## src/rtl/scd_pkg.sv

```systemverilog
// Shared definitions for the control sequencer: ctrl-word bit map, FSM states,
// write-back select encodings and the memory timeout length.
package scd_pkg;

    localparam int CTRL_W      = 16;
    localparam int CTRL_USED   = 11;
    localparam int ALU_W       = 8;
    localparam int MEM_TIMEOUT = 255;

    localparam int C_LDI   = 0;
    localparam int C_MR    = 1;
    localparam int C_MW    = 2;
    localparam int C_SPC   = 3;
    localparam int C_WPC   = 4;
    localparam int C_PCREL = 5;
    localparam int C_IMM   = 6;
    localparam int C_COND  = 7;
    localparam int C_BYTE  = 8;
    localparam int C_LUI   = 9;
    localparam int C_SCR   = 10;

    typedef enum logic [2:0] {
        S_IDLE,
        S_DECODE,
        S_EXEC,
        S_MEM,
        S_WB
    } state_t;

    localparam logic [1:0] WB_ALU   = 2'd0;
    localparam logic [1:0] WB_MEM   = 2'd1;
    localparam logic [1:0] WB_LINK  = 2'd2;
    localparam logic [1:0] WB_UPPER = 2'd3;

    // Link-PC beats memory data, which beats upper-immediate.
    function automatic logic [1:0] wb_sel_of(input logic [CTRL_USED-1:0] c);
        if (c[C_SPC])      return WB_LINK;
        else if (c[C_MR])  return WB_MEM;
        else if (c[C_LUI]) return WB_UPPER;
        else               return WB_ALU;
    endfunction

endpackage

```

## src/rtl/mem_watchdog.sv

```systemverilog
// Counts consecutive enabled cycles; expired flags the last allowed cycle so the
// owner can abandon the access on that same edge.
module mem_watchdog
    import scd_pkg::*;
(
    input  logic clk,
    input  logic rst_n,
    input  logic clear,
    input  logic enable,
    output logic expired
);

    logic [7:0] cnt;

    always_ff @(posedge clk) begin
        if (!rst_n || clear) cnt <= '0;
        else if (enable)     cnt <= cnt + 8'd1;
    end

    assign expired = enable && (cnt == 8'(MEM_TIMEOUT - 1));

endmodule

```

## src/rtl/ctrl_sequencer.sv

```systemverilog
// Multi-cycle instruction sequencer: fetch handshake, decode-ROM latch, optional
// data-memory access with watchdog, and a one-cycle write-back/retire.
module ctrl_sequencer
    import scd_pkg::*;
(
    input  logic              clk,
    input  logic              rst_n,
    input  logic              ins_valid,
    output logic              ins_ready,
    input  logic [3:0]        ins_opcode,
    output logic [3:0]        rom_opcode,
    input  logic [ALU_W-1:0]  rom_alu,
    input  logic [CTRL_W-1:0] rom_ctrl,
    input  logic              cond_nz,
    output logic              mem_req,
    output logic              mem_we,
    output logic              mem_byte,
    input  logic              mem_ack,
    output logic [ALU_W-1:0]  alu_op,
    output logic              use_imm,
    output logic              reg_we,
    output logic [1:0]        wb_sel,
    output logic              pc_we,
    output logic              pc_rel,
    output logic              scr_we,
    output logic              retire,
    output logic              mem_err
);

    state_t               state;
    logic [ALU_W-1:0]     alu_q;
    logic [CTRL_USED-1:0] ctrl_q;
    logic                 wpc_q;
    logic                 expired;
    logic                 is_mem;
    logic                 enter_wb;
    logic                 xfer_ok;
    logic                 unused_ctrl_hi;

    assign unused_ctrl_hi = ^rom_ctrl[CTRL_W-1:CTRL_USED];

    mem_watchdog u_wdog (
        .clk     (clk),
        .rst_n   (rst_n),
        .clear   (state != S_MEM),
        .enable  (state == S_MEM),
        .expired (expired)
    );

    assign is_mem   = ctrl_q[C_MR] | ctrl_q[C_MW];
    assign enter_wb = ((state == S_EXEC) && !is_mem) ||
                      ((state == S_MEM) && (mem_ack || expired));
    // Only a timed-out access reaches WB from MEM without an ack.
    assign xfer_ok  = !((state == S_MEM) && !mem_ack);

    always_ff @(posedge clk) begin
        if (!rst_n) begin
            state      <= S_IDLE;
            ins_ready  <= 1'b1;
            rom_opcode <= '0;
            alu_q      <= '0;
            ctrl_q     <= '0;
            mem_req    <= 1'b0;
            mem_err    <= 1'b0;
            retire     <= 1'b0;
            reg_we     <= 1'b0;
            wb_sel     <= WB_ALU;
            wpc_q      <= 1'b0;
            scr_we     <= 1'b0;
        end else begin
            retire <= 1'b0;
            reg_we <= 1'b0;
            wb_sel <= WB_ALU;
            wpc_q  <= 1'b0;
            scr_we <= 1'b0;
            case (state)
                S_IDLE: if (ins_valid) begin
                    rom_opcode <= ins_opcode;
                    ins_ready  <= 1'b0;
                    state      <= S_DECODE;
                end
                S_DECODE: begin
                    alu_q  <= rom_alu;
                    ctrl_q <= rom_ctrl[CTRL_USED-1:0];
                    state  <= S_EXEC;
                end
                S_EXEC: if (is_mem) begin
                    mem_req <= 1'b1;
                    state   <= S_MEM;
                end
                S_MEM: if (mem_ack) begin
                    mem_req <= 1'b0;
                end else if (expired) begin
                    mem_req <= 1'b0;
                    mem_err <= 1'b1;
                end
                S_WB: begin
                    ins_ready <= 1'b1;
                    state     <= S_IDLE;
                end
                default: begin
                    ins_ready <= 1'b1;
                    state     <= S_IDLE;
                end
            endcase
            if (enter_wb) begin
                state  <= S_WB;
                retire <= 1'b1;
                reg_we <= !ctrl_q[C_MW] && xfer_ok;
                wb_sel <= wb_sel_of(ctrl_q);
                wpc_q  <= ctrl_q[C_WPC];
                scr_we <= ctrl_q[C_SCR];
            end
        end
    end

    // Branch condition is evaluated live during the WB cycle.
    assign pc_we    = wpc_q && (!ctrl_q[C_COND] || cond_nz);
    assign pc_rel   = ctrl_q[C_PCREL];
    assign alu_op   = alu_q;
    assign use_imm  = ctrl_q[C_IMM];
    assign mem_we   = mem_req && ctrl_q[C_MW];
    assign mem_byte = mem_req && ctrl_q[C_BYTE];

endmodule

```

## config.mk

```make
export PLATFORM = sky130hd
export DESIGN_NAME = ctrl_sequencer
export DESIGN_NICKNAME = d
export VERILOG_FILES = /design/src/rtl/scd_pkg.sv /design/src/rtl/mem_watchdog.sv /design/src/rtl/ctrl_sequencer.sv
export SDC_FILE = /design/constraint.sdc
export NUM_CORES = 1
export LEC_CHECK = 0
export CORE_AREA = 2 2 65 67
export CTS_CLUSTER_DIAMETER = 60
export CTS_CLUSTER_SIZE = 8
export DETAILED_ROUTE_END_ITERATION = 6
export DIE_AREA = 0 0 67 69
export PLACE_DENSITY = 0.79
export SYNTH_ARGS = -nofsm -noshare
export SYNTH_HDL_FRONTEND = slang
export SYNTH_SLANG_ARGS = --single-unit
```

## constraint.sdc

```tcl
create_clock -name clk -period 2.2 [get_ports clk]
set_input_delay 0.44 -clock clk [delete_from_list [all_inputs] [get_ports clk]]
set_output_delay 0.44 -clock clk [all_outputs]
set_load 0.02 [all_outputs]
```

==> impl_metrics.env, run 1 <==
export IMPL_status="finished clean"
export IMPL_initial_core_util_pct=42.4
export IMPL_period_needed_ns=1.96
export IMPL_synth_top_cell_by_area="dfxtp_1"
export IMPL_root_buffer="clkbuf_8"
export IMPL_clockBufferDepth=2
export IMPL_yosys_top_cells_area="dfxtp_1 (51%), nand2_1 (9.3%), a21oi_1 (7.2%)"
export IMPL_skew_ns=0.00629
export IMPL_synth_cells=187
export IMPL_wire_per_inst_um=11.5
export IMPL_synth_top_area_share_pct=50.7
export IMPL_hold_path_class="flip-flop to flip-flop"
export IMPL_cp_required_ns=1.76
export IMPL_fillers=373
export IMPL_drive_gt1_share_pct=8.20
export IMPL_insertedDiodeCount=0
export IMPL_postCtsHoldBufs=0
export IMPL_syn_area_um2=1660
export IMPL_clk_latency_ns=0.29
export IMPL_area_growth_pct=40.5
export IMPL_synth_edff_count=0
export IMPL_maxCapViolCount=0
export IMPL_htreeDepth=2
export IMPL_vdd_drop_max_uv=506
export IMPL_first_iter_violations=66
export IMPL_wl_um=3390
export IMPL_synth_commonest_cells="dfxtp_1 (42), nand2_1 (41), a21oi_1 (24), nor2_1 (12), inv_1 (8)"
export IMPL_ys_ff_latch=42
export IMPL_final_cell_area_um2=2330
export IMPL_synth_most_common_cell="dfxtp_1"
export IMPL_hpwlAfterDp_um=2450
export IMPL_crit_family="buffers and inverters"
export IMPL_rows=23
export IMPL_portBuffers=51
export IMPL_finalCritPeriodShare_pct=89.0
export IMPL_place_area_um2=2230
export IMPL_async_flop_share_pct=0
export IMPL_synth_area_per_cell_um2=8.87
export IMPL_ant_nets=0
export IMPL_synth_ff_type="dfxtp_1"
export IMPL_critical_path_max_fanout=7
export IMPL_rsz0062_at_grt="no"
export IMPL_grt_pass1_wl_um=5920
export IMPL_crit_arrival_ns=1.52
export IMPL_crit_chain="and2_1 -> clkdlybuf4s50_1"
export IMPL_grt_pass1_vias=1340
export IMPL_fin_tns_setup_ns=0
export IMPL_cts_buffers=5
export IMPL_synth_nets=222
export IMPL_core_um2=3910
export IMPL_nets=278
export IMPL_worst_pin_slew_ns=0.420
export IMPL_viasPerCell=4.84
export IMPL_clock_sinks=42
export IMPL_setup_viol_count_final=0
export IMPL_ys_seq_area_share_pct=50.7
export IMPL_ios=58
export IMPL_grt_max_degree=19
export IMPL_slowest_stage="clkdlybuf4s50_1"
export IMPL_grt_antenna_before_repair=0
export IMPL_max_freq_ghz=0.511
export IMPL_startpoint_type="flip-flop"
export IMPL_power_density_nw_per_um2=666
export IMPL_fp_dieW_um=67
export IMPL_design_power_total_w=0.00155
export IMPL_maxSlewViolCount=0
export IMPL_final_util_pct=59.6
export IMPL_remaining_drc_errors=0
export IMPL_gp_congestion=0.775
export IMPL_routed_via_count=1424
export IMPL_path_class="flip-flop to output pin"
export IMPL_yosys_cell_types_count=41
export IMPL_yosysWarningCount=0
export IMPL_grt_overflow_total=0
export IMPL_tritoncts="built"
export IMPL_cpPeakStageDelay_ns=0.61
export IMPL_grt_usage_pct=16.5
export IMPL_path_buf_inv=1
export IMPL_clk_pin_slew_ns=0.08
export IMPL_endpoint_kind="output pin"
export IMPL_post_cts_buffers=0
export IMPL_die_area_um2=4620
export IMPL_die_h_um=69
export IMPL_dr_pass1_iters=4
export IMPL_hold_viol=0
export IMPL_leakage_nw=0.865
export IMPL_slew_limit_headroom_pct=72.0
[worst reg2reg max path, cell delays in order (launching register included)]
cell and delay [ns]:
dfxtp_1 0.58, nand4b_4 0.13, or4_1 0.65, a211oi_2 0.21
[kinds of logic after synthesis]
logic type      count (synthesis)  share of synthesized area (%)
compound gates                 41                           14.8
xor+xnor                        3                           1.58
fa+ha+maj                       2                           1.51
buf+inv                        17                           4.90
flops                          42                           50.7
mux                             5                           3.02
simple gates                   77                           23.5
[metrics by stage]
step / hold slack (ns) / setup WS, ns / instances
CTS: 0.449 / 0.0632 / 294
global placement: 0.433 / 0.0609 / 286
finish: 0.447 / 0.243 / 294
global route: 0.480 / 0.182 / 294
detailed placement: 0.438 / 0.0627 / 286
floorplan: 0.424 / 0.690 / 187
[area by class of cell]
class,count,area (um^2),area share (%)
tap,50,62.6,2.68
clock buffer,6,82.6,3.54
multi-input combinational,128,737,31.6
inverter,8,30.0,1.29
clock inverter,2,12.5,0.537
sequential,42,841,36.1
timing repair buffer,58,566,24.3
[routing by layer]
layer	share of wire, %	track usage, %	wire, um
met5	0	0	0
met4	1.8	7.03	60
met3	10	7.83	338
met2	45	24.4	1540
met1	43	20.2	1450
[report_power, final]
group	internal (W)	leakage (nW)	switching [W]	total, W
combinational	0.000117	0.477	0.0000986	0.000216
sequential	0.000793	0.341	0.0000273	0.000820
clock	0.000252	0.0472	0.000264	0.000516
[placed cells by master, fill, tap and decap left out, types with 4 or more instances in the layout]
cell / n
nand2_1: 41
nor2_1: 12
buf_4: 7
nand3_1: 4
clkbuf_8: 6
clkdlybuf4s50_1: 50
inv_1: 8
mux2i_1: 5
dfxtp_1: 42
a21oi_1: 24
o21ai_0: 5
[worst paths after layout]
check / startpoint / endpoint / slack, ns / cells after the start
hold reg to reg: ctrl_q[3] / wb_sel[0] / 0.45 / 1
hold / removal: ctrl_q[3] / wb_sel[0] / 0.45 / 1
setup / recovery: ctrl_q[2] / mem_we / 0.24 / 2
setup reg to reg: state[1] / wb_sel[0] / 0.55 / 3
[registers in the layout, summed over array words and instances (netlist names)]
register    flops
rom_opcode      4
alu_op          8
ins_ready       1
wb_sel          2
state           3
scr_we          1
mem_err         1
u_wdog.cnt      8
wpc_q           1
mem_req         1
ctrl_q         10
reg_we          1
retire          1
[what timing repair did]
item,4_1_cts,5_1_grt
setup endpoints to repair,0,1
hold endpoints to repair,0,0
resized for setup,0,1
Power figures use the tool's default switching activity.
==> run 2: changes to the inputs <==
GPL_ROUTABILITY_DRIVEN = 0   (was default)
==> results of run 2 <==
The final DEF is identical to that of run 1; final timing and power are the same.
==> run 3: changes to the inputs <==
clock period = 2 ns   (was 2.2 ns; I/O delays follow)
==> run 3 against run 2 <==
  * Wire length rose by 2.6%
  * Critical path depth did not move
  * Clock-buffer cell count rose by 1
  * Flip-flop and latch count did not move
  * First-iteration DRC count fell by 14%
  * Global-route usage fell by 0.12 points
  * Critical path type unchanged
==> impl_metrics.env, run 3 (synthesis results as in run 1) <==
export IMPL_status="finished clean"
export IMPL_max_freq_ghz=0.519
export IMPL_crit_arrival_ns=1.53
export IMPL_fp_dieW_um=67
export IMPL_die_h_um=69
export IMPL_maxSlewViolCount=0
export IMPL_clock_sinks=42
export IMPL_place_ws_ns=-0.0842
export IMPL_critical_path_max_fanout=7
export IMPL_r2r_cells=3
export IMPL_worst_pin_slew_ns=0.425
export IMPL_drive_gt1_share_pct=7.79
export IMPL_viasPerCell=4.91
export IMPL_layout_commonest_cell="clkdlybuf4s50_1"
export IMPL_grt_pass1_wl_um=5840
export IMPL_root_buffer="clkbuf_8"
export IMPL_design_power_total_w=0.00170
export IMPL_hold_depth=1
export IMPL_grt_antenna_before_repair=0
export IMPL_place_area_um2=2230
export IMPL_die_area_um2=4620
export IMPL_cts_resized=1
export IMPL_clockBufferDepth=2
export IMPL_clk_pin_slew_ns=0.08
export IMPL_largest_reg_flops=10
export IMPL_hpwlAfterDp_um=2430
export IMPL_slew_limit_headroom_pct=71.6
export IMPL_remaining_drc_errors=0
export IMPL_setup_ws_ns=0.0724
export IMPL_ant_nets=0
export IMPL_holdWs_ns=0.446
export IMPL_path_class="flip-flop to output pin"
export IMPL_nets=278
export IMPL_first_iter_violations=57
export IMPL_holdPathEnd="wb_sel[0]"
export IMPL_routed_via_count=1443
export IMPL_grt_pass1_vias=1302
export IMPL_r2r_end="wb_sel[0]"
export IMPL_rsz0062_at_grt="no"
export IMPL_hold_start="ctrl_q[3]"
export IMPL_hold_viol=0
export IMPL_portBuffers=51
export IMPL_grt_usage_pct=16.4
export IMPL_top_register="ctrl_q"
export IMPL_rows=23
export IMPL_ios=58
export IMPL_hold_path_class="flip-flop to flip-flop"
export IMPL_initial_core_util_pct=42.4
export IMPL_wire_per_inst_um=11.8
export IMPL_skew_ns=0.00429
export IMPL_core_um2=3910
export IMPL_dr_pass1_iters=4
export IMPL_post_cts_buffers=0
export IMPL_r2r_start="state[1]"
export IMPL_maxCapViolCount=0
export IMPL_mostFrequentLayoutCells="clkdlybuf4s50_1 (50), dfxtp_1 (42), nand2_1 (41), a21oi_1 (24), nor2_1 (12)"
export IMPL_area_growth_pct=40.0
export IMPL_insertedDiodeCount=0
export IMPL_grt_max_degree=19
export IMPL_grt_overflow_total=0
export IMPL_tritoncts="built"
export IMPL_final_cell_area_um2=2320
export IMPL_clk_latency_ns=0.29
export IMPL_vdd_drop_max_uv=443
export IMPL_cp_required_ns=1.60
export IMPL_startpoint_type="flip-flop"
export IMPL_htreeDepth=2
export IMPL_leakage_nw=0.853
export IMPL_period_needed_ns=1.93
export IMPL_setup_viol_count_final=0
export IMPL_power_density_nw_per_um2=731
export IMPL_cts_buffers=5
export IMPL_endpoint_kind="output pin"
export IMPL_finalCritPeriodShare_pct=96.4
export IMPL_postCtsHoldBufs=0
export IMPL_wl_um=3480
export IMPL_regToRegSetupSlack_ns=0.33
export IMPL_fillers=370
==> run 3: worst max-delay path, stage by stage, from the launching register on <==
cell and delay, ns:
dfxtp_1 0.45, and2_1 0.17, clkdlybuf4s50_1 0.61
==> run 3: worst max path at each step <==
stage	start	endpoint	slack (ns)	depth (start not counted)
6_report	ctrl_q[2]	mem_we	0.07	2
5_1_grt	ctrl_q[2]	mem_we	0.007	2
4_1_cts	ctrl_q[2]	mem_we	0.06	2
3_5_place_dp	cond_nz	pc_we	-0.08	4
3_3_place_gp	cond_nz	pc_we	-0.06	4
2_1_floorplan	state[0]	alu_op[0]	0.49	6
==> run 3: power by group <==
| part | switching, W | leakage (nW) | internal, W | total [W] |
|---|---|---|---|---|
| Combinational | 0.000107 | 0.463 | 0.000129 | 0.000236 |
| Clock | 0.000282 | 0.0482 | 0.000278 | 0.000561 |
| Sequential | 0.0000302 | 0.341 | 0.000872 | 0.000902 |
==> run 3: metal layers <==
layer,global-route usage [%],wire length (um)
met2,22.6,1480
met1,21.2,1610
met3,8.16,312
met4,7.48,73
met5,0,0
==> run 3: through the flow <==
step / utilization [%] / setup TNS (ns) / instances
floorplan: - / 0 / 187
global placement: 57.1 / -0.0579 / 286
detailed placement: 57.1 / -0.0842 / 286
CTS: 59.4 / 0 / 294
global route: 59.4 / 0 / 294
finish: 59.4 / 0 / 294
==> run 3: cell type report <==
cell class / instances / area (um^2) / share of cell area [%]
Sequential cell: 42 / 841 / 36.2
Tap cell: 50 / 62.6 / 2.69
Clock buffer: 7 / 86.3 / 3.72
Timing Repair Buffer: 58 / 562 / 24.2
Multi-Input combinational cell: 128 / 737 / 31.7
Inverter: 8 / 30.0 / 1.29
Clock inverter: 1 / 5.00 / 0.215
